File: config.mk
export PLATFORM = sky130hd
export DESIGN_NAME = branch_resolve
export DESIGN_NICKNAME = d
export VERILOG_FILES = /design/src/rtl/branch_resolve.sv
export SDC_FILE = /design/constraint.sdc
export NUM_CORES = 1
export LEC_CHECK = 0
export CAP_MARGIN = 20
export CORE_MARGIN = 2
export CORE_UTILIZATION = 45
export CTS_CLUSTER_SIZE = 28
export DETAILED_ROUTE_END_ITERATION = 10
export GPL_TIMING_DRIVEN = 0
export HOLD_SLACK_MARGIN = 0.03
export PLACE_DENSITY = 0.66
export SLEW_MARGIN = 20
export SYNTH_ARGS = -nofsm -noshare
export SYNTH_HDL_FRONTEND = slang
export SYNTH_SLANG_ARGS = --single-unit
File: constraint.sdc
create_clock -name clk -period 8.2 [get_ports clk]
set_input_delay 1.23 -clock clk [delete_from_list [all_inputs] [get_ports clk]]
set_output_delay 1.23 -clock clk [all_outputs]
set_load 0.005 [all_outputs]
File: src/rtl/branch_resolve.sv
`default_nettype none
// +----------------------------------------------------------------------------+
// | branch_resolve                                                             |
// | Execute-stage branch resolution: mispredict redirect plus a small FIFO     |
// | of BTB training writes drained one per cycle, with saturating statistics.  |
// | Revision: 1.0                                                              |
// +----------------------------------------------------------------------------+

`ifndef XLEN
`define XLEN 32
`endif

module branch_resolve #(
   parameter int UPDQ_DEPTH = 4,
   parameter int CNT_W      = 32
) (
   input  logic               clk,
   input  logic               reset_n,
   input  logic               ex_valid,
   input  logic [`XLEN-1:0]   ex_pc,
   input  logic               ex_is_branch,
   input  logic               ex_is_jump,
   input  logic               ex_taken,
   input  logic [`XLEN-1:0]   ex_target,
   input  logic               ex_pred_hit,
   input  logic [`XLEN-1:0]   ex_pred_target,
   input  logic               btb_upd_ready,
   output logic               redirect_valid,
   output logic [`XLEN-1:0]   redirect_pc,
   output logic               update_enable,
   output logic [`XLEN-1:0]   pc_update,
   output logic [`XLEN-1:0]   target_update,
   output logic               is_branch_or_jump,
   output logic [CNT_W-1:0]   br_count,
   output logic [CNT_W-1:0]   mispred_count,
   output logic [CNT_W-1:0]   drop_count
);

   localparam int PTR_W = (UPDQ_DEPTH > 1) ? $clog2(UPDQ_DEPTH) : 1;
   localparam int CW    = PTR_W + 1;

   localparam logic [`XLEN-1:0] c_pc_step = `XLEN'(4);
   localparam logic [PTR_W-1:0] c_ptr_one = PTR_W'(1);
   localparam logic [CW-1:0]    c_cnt_one = CW'(1);
   localparam logic [CW-1:0]    c_full    = CW'(UPDQ_DEPTH);
   localparam logic [CNT_W-1:0] c_stat_one = CNT_W'(1);

   // Resolution datapath
   logic               w_cf;
   logic [`XLEN-1:0]   w_seq;
   logic [`XLEN-1:0]   w_pred_next;
   logic [`XLEN-1:0]   w_actual_next;
   logic               w_mispredict;
   logic               w_enq_req;

   // FIFO control
   logic               w_deq;
   logic               w_full;
   logic               w_enq;
   logic               w_drop;

   logic [`XLEN-1:0]   r_pc_q  [UPDQ_DEPTH];
   logic [`XLEN-1:0]   r_tgt_q [UPDQ_DEPTH];
   logic [PTR_W-1:0]   r_rd_ptr;
   logic [PTR_W-1:0]   r_wr_ptr;
   logic [CW-1:0]      r_count;

   logic               r_redirect_valid;
   logic [`XLEN-1:0]   r_redirect_pc;
   logic [CNT_W-1:0]   r_br_count;
   logic [CNT_W-1:0]   r_mispred_count;
   logic [CNT_W-1:0]   r_drop_count;

   always_comb begin
      w_cf          = ex_is_branch | ex_is_jump;
      w_seq         = ex_pc + c_pc_step;
      w_pred_next   = ex_pred_hit ? ex_pred_target : w_seq;
      w_actual_next = (w_cf & ex_taken) ? ex_target : w_seq;
      w_mispredict  = ex_valid & (w_pred_next != w_actual_next);
      // Only taken control flow trains; a non-cf alias cannot be invalidated.
      w_enq_req     = ex_valid & w_cf & ex_taken &
                      (~ex_pred_hit | (ex_pred_target != ex_target));
   end

   always_comb begin
      w_deq  = (r_count != '0) & btb_upd_ready;
      w_full = (r_count == c_full);
      w_enq  = w_enq_req & (~w_full | w_deq);
      w_drop = w_enq_req & w_full & ~w_deq;
   end

   always_ff @(posedge clk) begin
      if (!reset_n) begin
         for (int i = 0; i < UPDQ_DEPTH; i++) begin
            r_pc_q[i]  <= '0;
            r_tgt_q[i] <= '0;
         end
      end else if (w_enq) begin
         r_pc_q[r_wr_ptr]  <= ex_pc;
         r_tgt_q[r_wr_ptr] <= ex_target;
      end
   end

   always_ff @(posedge clk) begin
      if (!reset_n) begin
         r_rd_ptr <= '0;
         r_wr_ptr <= '0;
         r_count  <= '0;
      end else begin
         if (w_enq) begin
            r_wr_ptr <= r_wr_ptr + c_ptr_one;
         end
         if (w_deq) begin
            r_rd_ptr <= r_rd_ptr + c_ptr_one;
         end
         case ({w_enq, w_deq})
            2'b10:   r_count <= r_count + c_cnt_one;
            2'b01:   r_count <= r_count - c_cnt_one;
            default: r_count <= r_count;
         endcase
      end
   end

   always_ff @(posedge clk) begin
      if (!reset_n) begin
         r_redirect_valid <= 1'b0;
         r_redirect_pc    <= '0;
      end else begin
         r_redirect_valid <= w_mispredict;
         r_redirect_pc    <= w_mispredict ? w_actual_next : '0;
      end
   end

   // Statistics counters hold at all-ones instead of wrapping.
   always_ff @(posedge clk) begin
      if (!reset_n) begin
         r_br_count      <= '0;
         r_mispred_count <= '0;
         r_drop_count    <= '0;
      end else begin
         if ((ex_valid & w_cf) && (r_br_count != '1)) begin
            r_br_count <= r_br_count + c_stat_one;
         end
         if (w_mispredict && (r_mispred_count != '1)) begin
            r_mispred_count <= r_mispred_count + c_stat_one;
         end
         if (w_drop && (r_drop_count != '1)) begin
            r_drop_count <= r_drop_count + c_stat_one;
         end
      end
   end

   always_comb begin
      update_enable     = w_deq;
      is_branch_or_jump = w_deq;
      pc_update         = w_deq ? r_pc_q[r_rd_ptr]  : '0;
      target_update     = w_deq ? r_tgt_q[r_rd_ptr] : '0;
   end

   assign redirect_valid = r_redirect_valid;
   assign redirect_pc    = r_redirect_pc;
   assign br_count       = r_br_count;
   assign mispred_count  = r_mispred_count;
   assign drop_count     = r_drop_count;

endmodule

`default_nettype wire

## After elaboration in Yosys (flattened, before gate mapping)

Memories as Yosys holds them, arrays and structs flattened. A register that Yosys moved wholly into a read port is not among the register bits.
Index checks and enable logic that the tools add are counted.

- Flip-flop bits (word level): 136
- Memory bits (writable): 256
- Input port bits: 104
- Output and inout bits: 195
- Word-level logic and storage cells: 68
- Memories: 2

Memory list:

| name | words | bits a word | rd ports | clocked after Yosys merged registers in | wr ports | RTL line | text |
|---|---|---|---|---|---|---|---|
| r_pc_q | 4 | 32 | 1 | 1 | 4 | 62 | `` logic [`XLEN-1:0] r_pc_q [UPDQ_DEPTH]; `` |
| r_tgt_q | 4 | 32 | 1 | 1 | 4 | 63 | `` logic [`XLEN-1:0] r_tgt_q [UPDQ_DEPTH]; `` |

- Add/sub/neg operators: 8
- Equality and inequality tests: 8
- Muxes and demuxes: 19
- Bitwise logic cells: 15
- Reduce and logical (&&, ||, !) cells: 8

Operators by type and width:

| operator | number |
|---|---|
| 32-bit 2-to-1 mux | 6 |
| 32-bit by 1-bit adder with 32-bit output, second input constant | 3 |
| 32-bit inequality test, second input constant | 3 |
| 32-bit inequality test | 2 |
| 32-bit OR reduction | 2 |
| 32-bit by 3-bit adder with 32-bit output, second input constant | 1 |
| 2-bit 2-to-1 mux | 6 |
| 1-bit bitwise AND | 9 |
| 1-bit 2-to-1 mux | 6 |
| 3-bit case mux with 2 select lines | 1 |
| 2-bit by 1-bit adder with 2-bit output, second input constant | 2 |
| 3-bit by 1-bit adder with 3-bit output, second input constant | 1 |
| 3-bit equality test, second input constant | 1 |
| 1-bit logical AND | 3 |
| 1-bit NOT | 3 |
| 1-bit OR | 3 |
| 3-bit nonzero test | 1 |
| 3-bit by 1-bit subtractor with 3-bit output, second input constant | 1 |
| 2-bit by 1-bit equality test with 1-bit output, second input constant | 1 |
| 2-bit equality test, second input constant | 1 |
| 2-bit AND reduction | 1 |
| 2-bit nonzero test | 1 |

## Depth between registers and ports, before layout

- Depth in word-level cells: 10
- Mapped depth: 16
- Mapped depth without buffers: 13

## Least setup slack after synthesis

No wires, ideal clock.

- Path type: input port to flip-flop
- Start point: input port ex_target[23]
- End point: memory r_pc_q[1][0] (netlist bit), enable pin
- Library setup time: 574 ps
- Data arrival time: 6910 ps
- Required time: 7626 ps
- Setup slack: 716 ps
- Cell stages on the path: 9
- Buffers on the path: 1
- Cells stage by stage: clkbuf_1 xnor2_1 nand2_1 or4_1 nor4_1 or2_2 nor2_1 nand2_1 o21ai_0

RTL lines:

| what | RTL line | text |
|---|---|---|
| start: declaration | 24 | `` input logic [`XLEN-1:0] ex_target, `` |
| end: declaration | 62 |  |

## Worst setup path after layout

- Start point: input port ex_pc[3]
- End point: register r_redirect_pc[24] (netlist: redirect_pc[24])

- Cells in the longest elaborated chain, start to end: 5
- Elaborated cells on any way between the ends: 6
- Classes of those cells: add/sub: 1; eq/ne: 1; mux: 2; bitwise: 1; reduce/logical: 1

Ends and longest elaborated chain:

| what | RTL line | text |
|---|---|---|
| start: declaration | 20 | `` input logic [`XLEN-1:0] ex_pc, `` |
| 32-bit by 3-bit adder with 32-bit output * | 76 | `w_seq = ex_pc + c_pc_step;` |
| 32-bit 2-to-1 mux (on tied branches) | 77, 78 |  |
| 32-bit inequality test | 79 | `w_mispredict = ex_valid & (w_pred_next != w_actual_next);` |
| 1-bit bitwise AND | 79 |  |
| 2-bit AND reduction (no source line) | -- |  |
| end signal: assignment | 130 | `r_redirect_pc <= w_mispredict ? w_actual_next : '0;` |
| end: declaration | 69 | `` logic [`XLEN-1:0] r_redirect_pc; `` |

Mark *: on every way between the ends. The rest lies on a longest branch, timed or not.
A chain may end at the register's enable or synchronous reset.

==> metrics.cfg <==
[outcome]
status = complete, no violations

[cts]
htree_levels = 2
cts_hold_buf = 0
post-cts-setup-buffers = 0
cts-root-buf = clkbuf_16
path_clk_slew_ns = 0.06
cts.sinks = 394
cts_resized = 0
cts_max_path_buffers = 3
cts_buffers = 43
tritoncts = done
clock_latency_ns = 0.59

[power_and_ir_drop]
p_leak_nw = 9.07
ir_drop_uv = 130
power.density_mw_per_mm2 = 211

[global_routing]
antenna_found_initial = 14
grt_usage_pct = 27.6
grt_max_degree = 40
grt_pass1_vias = 15258
grt_pass1_wl_um = 92800
grt_remaining_overflow = 0

[timing]
setup_viol_count_final = 0
tns_ns = 0
hold_slack_ns = 0.497
rsz0062_at_grt = no
timing.final.ws_setup_ns = 2.46
tightest_slew_ns = 1.01
finalHoldViolCount = 0
period_needed_ns = 5.74
finalClockSkew_ns = 0.0253
slew_viol_final = 0
slew_headroom_pct = 32.6
fmax_mhz = 174
period_share_pct = 70.0

[critical_path]
endpoint_kind = flip-flop
crit_type = input pin to flip-flop
start_kind = input pin
critPathRequiredTime_ns = 8.62
cp_max_fo = 10
ff2ff_path_depth = 14
reg2reg_setup_slack_ns = 4.62
regToRegStartpoint = mispred_count[6]$_SDFFE_PN0P_
r2r-end = mispred_count[12]$_SDFFE_PN0P_
cp.arrival_ns = 6.16

[yosys]
yosys-top-cells-area = edfxtp_1 (39%), dfxtp_1 (14%), mux4_2 (7.3%), nor2_1 (4.9%), and2_1 (4.5%)
yosysWarningCount = 0
yosys.area.top_type = edfxtp_1
synth_edf_count = 256
ys_seq_elements = 394
yosysTopAreaCellShare_pct = 39.2
synth_area_mm2 = 0.0196
syn_nets = 1929
syn_avg_cell_area_um2 = 10.8
synthFlopType = edfxtp_1
seq_area_frac_synth_pct = 53.2
synth.distinct_cells = 77
syn_inst = 1820
async_reset_ff_share_pct = 0

[routing]
drc = 0
drtAntennaViolNets = 0
drt_iter0_markers = 1212
routed_wl_um = 61600
dr.pass1.iters = 5
vias_per_cell = 5.47
wire_per_inst_um = 22.1
dr_total_vias = 15264

[placement]
pre_cts_ws_ns = 1.94
io_buffer_count = 282
gp_congestion = 0.950
place_hpwl_um = 45700

[die]
pin_count = 299
coreArea_mm2 = 0.0431
die_h_um = 213
die_w_um = 213
dieArea_mm2 = 0.0453
fp-row-count = 76
start_util_pct = 45.6

[final_layout]
mostFrequentLayoutCells = clkdlybuf4s50_1 (282), nor2_1 (258), edfxtp_1 (256), nand2_1 (162), and2_1 (141)
final_common_cell = clkdlybuf4s50_1
layout-drive-gt1-share_pct = 9.12
nNetsFinal = 2268
syn2layout_area_growth_pct = 26.9

[flow_run]
maxCapViolCount = 0

[min_path]
hold_path.class = flip-flop to flip-flop
min_from = mispred_count[26]$_SDFFE_PN0P_
min_delay_path_depth = 2
hold_end = mispred_count[26]$_SDFFE_PN0P_

registers in the layout (all words and copies together) (netlist names), named ones only:
signal          count
mispred_count      32
r_wr_ptr            2
r_tgt_q           128
redirect_pc        32
redirect_valid      1
br_count           32
r_pc_q            128
r_rd_ptr            2
r_count             3
drop_count         32
final cells by class:
type,instances,area (um^2)
clock buffers,56,1180
multi-input cells,1232,8390
diodes,14,35.0
flip-flops and latches,394,10500
fillers,3661,18200
inverters,89,334
plain buffers,105,505
clock inverters,24,243
repair buffers,294,3050
well taps,585,732
logic make-up (layout without fill, tap and decap cells):
kind of cell,Yosys count,count (layout),share of synthesized area (%)
AO/OA/AOI/OAI,168,168,5.64
XOR/XNOR,161,161,7.19
adder cells (fa/ha/maj),5,5,0.357
buffers and inverters,194,568,4.28
flip-flops,394,394,53.2
multiplexers,86,86,8.47
other,0,14,0
AND/OR/NAND/NOR,812,812,20.8
synthesized netlist by cell type (all sizes together) (40+ instances only):
cell,number
buf,40
nor2,259
inv,88
dfxtp,138
xnor2,79
and2,141
nand3,57
nand2,162
clkbuf,64
a21oi,44
edfxtp,256
xor2,82
mux4,64
how the worst max path moves through the flow:
stage	slack [ns]	start	endpoint	depth (start not counted)
3_5_place_dp	1.94	ex_pc[3]	redirect_pc[22]$_SDFF_PN0_	15
5_1_grt	2.13	ex_pc[20]	redirect_pc[26]$_SDFF_PN0_	14
4_1_cts	2.54	ex_pc[3]	redirect_pc[24]$_SDFF_PN0_	15
2_1_floorplan	0.72	ex_target[23]	r_pc_q[1][0]$_SDFFCE_PN0P_	9
6_report	2.46	ex_pc[3]	redirect_pc[24]$_SDFF_PN0_	15
3_3_place_gp	-4.29	ex_pred_hit	r_pc_q[3][25]$_DFFE_PP_	9
critical path, stage by stage:
cell and delay [ns]:
clkdlybuf4s50_1 0.64, ha_1 0.28, nand3_2 0.26, or3_1 0.51, or4_1 0.56, xor2_1 0.30, xnor2_1 0.18, a221oi_1 0.30
and3_1 0.21, nand3_1 0.10, o41ai_2 0.78, or2_2 0.22, buf_2 0.16, buf_2 0.28, a211oi_1 0.12
routing by layer:
layer,global-route usage [%],routed length (um),vias to the layer above
li1,-,-,7118
met1,35.9,25400,7426
met2,44.4,28700,601
met3,7.13,5460,113
met4,10.2,2000,6
met5,0,44,-
report_power, final:
group | switching [W] | total, W | internal, W
clock | 0.000816 | 0.00196 | 0.00114
sequential | 0.0000340 | 0.00224 | 0.00220
combinational | 0.000550 | 0.00106 | 0.000513
total | 0.00140 | 0.00526 | 0.00386
per-stage QoR:
stage	cell area, um^2	std cells	power, W	utilization (%)
after CTS	24900	2779	0.00530	57.7
after floorplan	19600	1820	0.00287	-
after detailed placement	23400	2699	0.00335	54.4
final	24900	2793	0.00526	57.8
after global routing	24900	2783	0.00546	57.8
after global placement	23200	2687	0.00334	53.8
(Power assumes the default switching activity.)
